### src/rtl/if_prefetch_queue.sv
// if_prefetch_queue
//   Instruction-fetch front end feeding the IF/ID pipeline register. Issues
//   sequential word-addressed fetches to a variable-latency, in-order memory.
//   Buffers the returned words with their PCs in a FIFO and presents the head.
//   Holds the head under stall. On redirect it flushes and discards every
//   response still owed to pre-redirect requests.
// Ports
//   clk, rst                 clock, asynchronous active-high reset
//   stall                    hold head entry
//   redirect, redirect_pc    flush and restart fetching at redirect_pc
//   imem_req, imem_addr      fetch request (issued when imem_ready)
//   imem_ready               memory accepts request this cycle
//   imem_rvalid, imem_rdata  in-order response
//   out_valid, out_pc, out_instr  FIFO head for IF/ID
module if_prefetch_queue #(
    parameter int unsigned       ADDR_W   = 32,
    parameter int unsigned       WORD_W   = 32,
    parameter int unsigned       DEPTH    = 4,
    parameter int unsigned       MAX_OUT  = 4,
    parameter logic [ADDR_W-1:0] RESET_PC = '0
) (
    input  logic              clk,
    input  logic              rst,
    input  logic              stall,
    input  logic              redirect,
    input  logic [ADDR_W-1:0] redirect_pc,
    output logic              imem_req,
    output logic [ADDR_W-1:0] imem_addr,
    input  logic              imem_ready,
    input  logic              imem_rvalid,
    input  logic [WORD_W-1:0] imem_rdata,
    output logic              out_valid,
    output logic [ADDR_W-1:0] out_pc,
    output logic [WORD_W-1:0] out_instr
);

    localparam int unsigned PW = $clog2(DEPTH);
    localparam int unsigned CW = $clog2(DEPTH + 1);
    localparam int unsigned OW = $clog2(MAX_OUT + 1);
    localparam int unsigned IW = (MAX_OUT > 1) ? $clog2(MAX_OUT) : 1;
    localparam int unsigned SW = $clog2(DEPTH + MAX_OUT + 1);

    logic [ADDR_W-1:0] fetch_pc;
    logic [ADDR_W-1:0] pc_mem    [DEPTH];
    logic [WORD_W-1:0] instr_mem [DEPTH];
    logic [PW-1:0]     rd_ptr;
    logic [PW-1:0]     wr_ptr;
    logic [CW-1:0]     count;
    logic [OW-1:0]     outstanding;
    logic [OW-1:0]     drop_cnt;
    logic [ADDR_W-1:0] ipc_mem   [MAX_OUT];
    logic [IW-1:0]     ipc_rd;
    logic [IW-1:0]     ipc_wr;
    logic [ADDR_W-1:0] last_pc;
    logic [WORD_W-1:0] last_instr;
    logic [SW-1:0]     occupancy;
    logic              has_room;
    logic              issue;
    logic              push;
    logic              pop;

    // Slots already committed: buffered words plus responses that will be kept.
    always_comb begin
        occupancy = SW'(count) + SW'(outstanding) - SW'(drop_cnt);
        has_room  = (occupancy < SW'(DEPTH)) && (outstanding < OW'(MAX_OUT));
    end

    assign imem_req  = !rst && !redirect && has_room;
    assign imem_addr = fetch_pc;
    assign issue     = imem_req && imem_ready;
    assign out_valid = (count != '0);
    assign push      = imem_rvalid && (drop_cnt == '0) && !redirect;
    assign pop       = out_valid && !stall && !redirect;

    // While empty the head slot is stale, so show the last value presented.
    assign out_pc    = out_valid ? pc_mem[rd_ptr]    : last_pc;
    assign out_instr = out_valid ? instr_mem[rd_ptr] : last_instr;

    always_ff @(posedge clk) begin
        if (push) begin
            pc_mem[wr_ptr]    <= ipc_mem[ipc_rd];
            instr_mem[wr_ptr] <= imem_rdata;
        end
        if (issue) begin
            ipc_mem[ipc_wr] <= fetch_pc;
        end
    end

    always_ff @(posedge clk or posedge rst) begin
        if (rst) begin
            fetch_pc    <= RESET_PC;
            rd_ptr      <= '0;
            wr_ptr      <= '0;
            count       <= '0;
            outstanding <= '0;
            drop_cnt    <= '0;
            ipc_rd      <= '0;
            ipc_wr      <= '0;
            last_pc     <= '0;
            last_instr  <= '0;
        end else begin
            // The issue-PC FIFO tracks every owed response regardless of redirect;
            // after a flush its remaining entries are exactly the ones to drop.
            if (issue) begin
                ipc_wr <= (ipc_wr == IW'(MAX_OUT - 1)) ? '0 : ipc_wr + IW'(1);
            end
            if (imem_rvalid) begin
                ipc_rd <= (ipc_rd == IW'(MAX_OUT - 1)) ? '0 : ipc_rd + IW'(1);
            end
            case ({issue, imem_rvalid})
                2'b10:   outstanding <= outstanding + OW'(1);
                2'b01:   outstanding <= outstanding - OW'(1);
                default: ;
            endcase

            if (out_valid) begin
                last_pc    <= pc_mem[rd_ptr];
                last_instr <= instr_mem[rd_ptr];
            end

            if (redirect) begin
                // No issue this cycle; a same-cycle response is discarded now.
                fetch_pc <= redirect_pc;
                rd_ptr   <= '0;
                wr_ptr   <= '0;
                count    <= '0;
                drop_cnt <= outstanding - OW'(imem_rvalid);
            end else begin
                if (issue) begin
                    fetch_pc <= fetch_pc + ADDR_W'(1);
                end
                if (imem_rvalid && (drop_cnt != '0)) begin
                    drop_cnt <= drop_cnt - OW'(1);
                end
                if (push) begin
                    wr_ptr <= wr_ptr + PW'(1);
                end
                if (pop) begin
                    rd_ptr <= rd_ptr + PW'(1);
                end
                case ({push, pop})
                    2'b10:   count <= count + CW'(1);
                    2'b01:   count <= count - CW'(1);
                    default: ;
                endcase
            end
        end
    end

endmodule

### config.mk
export PLATFORM = sky130hd
export DESIGN_NAME = if_prefetch_queue
export DESIGN_NICKNAME = d
export VERILOG_FILES = /design/src/rtl/if_prefetch_queue.sv
export SDC_FILE = /design/constraint.sdc
export NUM_CORES = 1
export LEC_CHECK = 0
export CORE_MARGIN = 1
export CORE_UTILIZATION = 55
export CTS_BUF_LIST = sky130_fd_sc_hd__clkbuf_4 sky130_fd_sc_hd__clkbuf_8
export DETAILED_ROUTE_END_ITERATION = 16
export HOLD_SLACK_MARGIN = 0.12
export PLACE_DENSITY_LB_ADDON = 0.12
export SLEW_MARGIN = 10
export SYNTH_ARGS = -nofsm -noshare
export SYNTH_HDL_FRONTEND = slang
export SYNTH_SLANG_ARGS = --single-unit
### constraint.sdc
create_clock -name clk -period 7.14 [get_ports clk]
set_input_delay 1.785 -clock clk [delete_from_list [all_inputs] [get_ports clk]]
set_output_delay 1.785 -clock clk [all_outputs]
set_load 0.03 [all_outputs]
==> results.toml <==
[floorplanning]
core_um2 = 34600
die_area_um2 = 36100
ios = 168
rows = 68
die_w_um = 190
fp.dieH_um = 190
initial_core_util_pct = 56.1

[layout]
layout_commonest_cell = "edfxtp_1"
nets = 1434
area_growth_pct = 20.1
stdcell_count = 1863
layout_common_cells = "edfxtp_1 (384), nand2_1 (224), clkdlybuf4s50_1 (167), dfrtp_1 (109), mux4_2 (96)"
drive_gt1_share_pct = 19.3
n_antenna_cell = 0

[sta]
period_share_pct = 81.8
final_hold_viol_count = 0
tns_ns = 0
skew_ns = 0.0199
maxSlewViolCount = 0
fin_crit_ns = 5.84
worst_slew_pin_slew_ns = 1.13
fmax_mhz = 171
relSlewSlack_pct = 24.2
setup_viol = 0
whs_ns = 0.462
rsz0062_at_grt = "false"

[global_route]
grt_usage_pct = 21.9
grt_pass1_wl_um = 59600
grt_pass1_vias = 10800
overflow = 0
antenna_found_initial = 0
grt_max_degree = 69

[synth]
ys_ff_latch = 497
syn_nets = 1226
synth-compound-area-share_pct = 2.46
yosysTopAreaCell = "edfxtp_1"
yosysTopAreaCellShare_pct = 59.4
yosysUniqueCellTypes = 43
ys_seq_area_share_pct = 74.0
synth-edff-count = 384
synth_xor_area_share_pct = 1.04
synth-main-ff-cell = "edfxtp_1"
synth_top_family_by_area = "multiplexers"
synthAdderAreaFrac_pct = 1.57
synth_area_leaders = "edfxtp_1 (59%), dfrtp_1 (15%), mux4_2 (11%), nand2_1 (4.3%), ha_1 (1.2%)"
synth_simple_gate_area_share_pct = 7.42
syn_area_um2 = 19400
yosys_warnings = 0
avgSynthCellArea_um2 = 17.1
synthCells = 1134
muxShareOfSynthArea_pct = 11.9
synthArstFlopShare_pct = 22.7

[place]
place_congestion = 0.782
dp.cells = 1716
dp_hpwl_um = 22200
port_buffers = 167

[cts]
cts.sinks = 497
clockBufferDepth = 3
cts_root_buf = "clkbuf_8"
h-tree-depth = 3
cts_resized = 0
clk_latency_ns = 0.60
cts_tree = "done"
post_cts_buffers = 0
path_clk_slew_ns = 0.06
hold_buffers = 0
cts_buffers = 79

[setup_path]
end_kind = "output pin"
cp-start-kind = "flop"
worstPathRequired_ns = 5.36
r2r_setup_slack_ns = 2.94
worst-path-max-fanout = 15
worst_ep_arrival_time_ns = 4.05
critPathKind = "reg2out"

[detailed_routing]
wirelength_um = 37600
drc = 0
antenna_left = 0
wl_per_cell_um = 20.2
drt_first_iter_violations = 557
drt_pass1_iterations = 4
vias = 10300
viasPerCell = 5.53

[pwr]
p_per_area_nw_per_um2 = 419
power_uw = 9780
vdd_drop_max_v = 0.000345
leakagePower_uw = 0.00833

[worst_hold_path]
hold_path_class = "reg2reg"

[flow_run]
cap_viol_max_count = 0

[run_status]
outcome = "completed"
cell usage after synthesis (3+ instances only):
cell type	instances
nand3b_1	3
and4_1	3
mux2i_1	5
mux4_2	96
nand2_1	224
buf_2	9
dfrtp_1	113
nor3_1	3
buf_1	12
a31o_2	7
a311o_1	3
xor2_1	8
nand3_1	10
clkbuf_1	32
a211o_1	4
o21ai_0	15
a311oi_1	7
mux2_2	8
inv_1	31
nand4_1	21
a31oi_1	18
edfxtp_1	384
and2_1	8
and3_1	11
nor2_1	36
xnor2_1	15
fa_1	4
a21oi_1	5
or3_1	6
ha_1	18
layer usage:
metal	part of all wire (%)	GRT usage, %	wire (um)
met4	1.3	5.86	503
met5	0	0	0
met1	46	30.8	17100
met3	4.7	4.24	1750
met2	48	35.3	18200
path summary, 6_finish.rpt:
check,cells after the start,to,start
max,9,imem_req,count[1]
min,2,last_instr[16],last_instr[16]
max reg2reg,9,ipc_mem[0][8],count[1]
min reg2reg,2,last_instr[16],last_instr[16]
max in group asynchronous,3,last_pc[28],rst
min in group asynchronous,2,imem_addr[14],rst
worst max-delay path, stage by stage, from the launching register on:
cell and delay, ns:
dfrtp_1 0.42, inv_1 0.09, fa_1 0.53, inv_1 0.04, ha_1 0.27, nand3b_1 0.14
nand4_1 0.57, and3_1 0.51, nor4_1 0.18, clkdlybuf4s50_1 0.71
report_power, final:
group,internal [uW],total (uW),switching [uW],leakage [uW]
clock network,1520,2570,1060,0.000909
registers,3580,3850,277,0.00482
logic,1350,3350,2000,0.00260
total,6440,9780,3330,0.00833
registers in the layout (all words and copies together) (netlist names):
| name | count |
|---|---|
| instr_mem | 128 |
| ipc_mem | 128 |
| pc_mem | 128 |
| imem_addr | 32 |
| last_instr | 32 |
| last_pc | 32 |
| count | 3 |
| drop_cnt | 3 |
| outstanding | 3 |
| ipc_rd | 2 |
| ipc_wr | 2 |
| rd_ptr | 2 |
| wr_ptr | 2 |
through the flow:
step | util (%) | instance area, um^2 | setup slack, ns
finish | 67.3 | 23300 | 1.30
global route | 67.3 | 23300 | 1.00
CTS | 67.3 | 23300 | 1.24
detailed placement | 62.3 | 21600 | 1.95
global placement | 62.3 | 21600 | 1.92
floorplan | - | 19400 | 2.18
cell families after synthesis:
logic type / count (synthesis)
flops: 497
simple gates: 333
mux: 109
buf+inv: 84
compound gates: 66
xor+xnor: 23
fa+ha+maj: 22
layout make-up:
cell class                 count  area [um^2]
sequential                   497        14400
fill                        2346        11300
multi-input combinational    553         4740
timing repair buffer         180         1770
clock buffer                 119         1490
tap                          455          569
clock inverter                28          259
inverter                      31          120
Note: power is estimated with default switching activity, not from simulation.
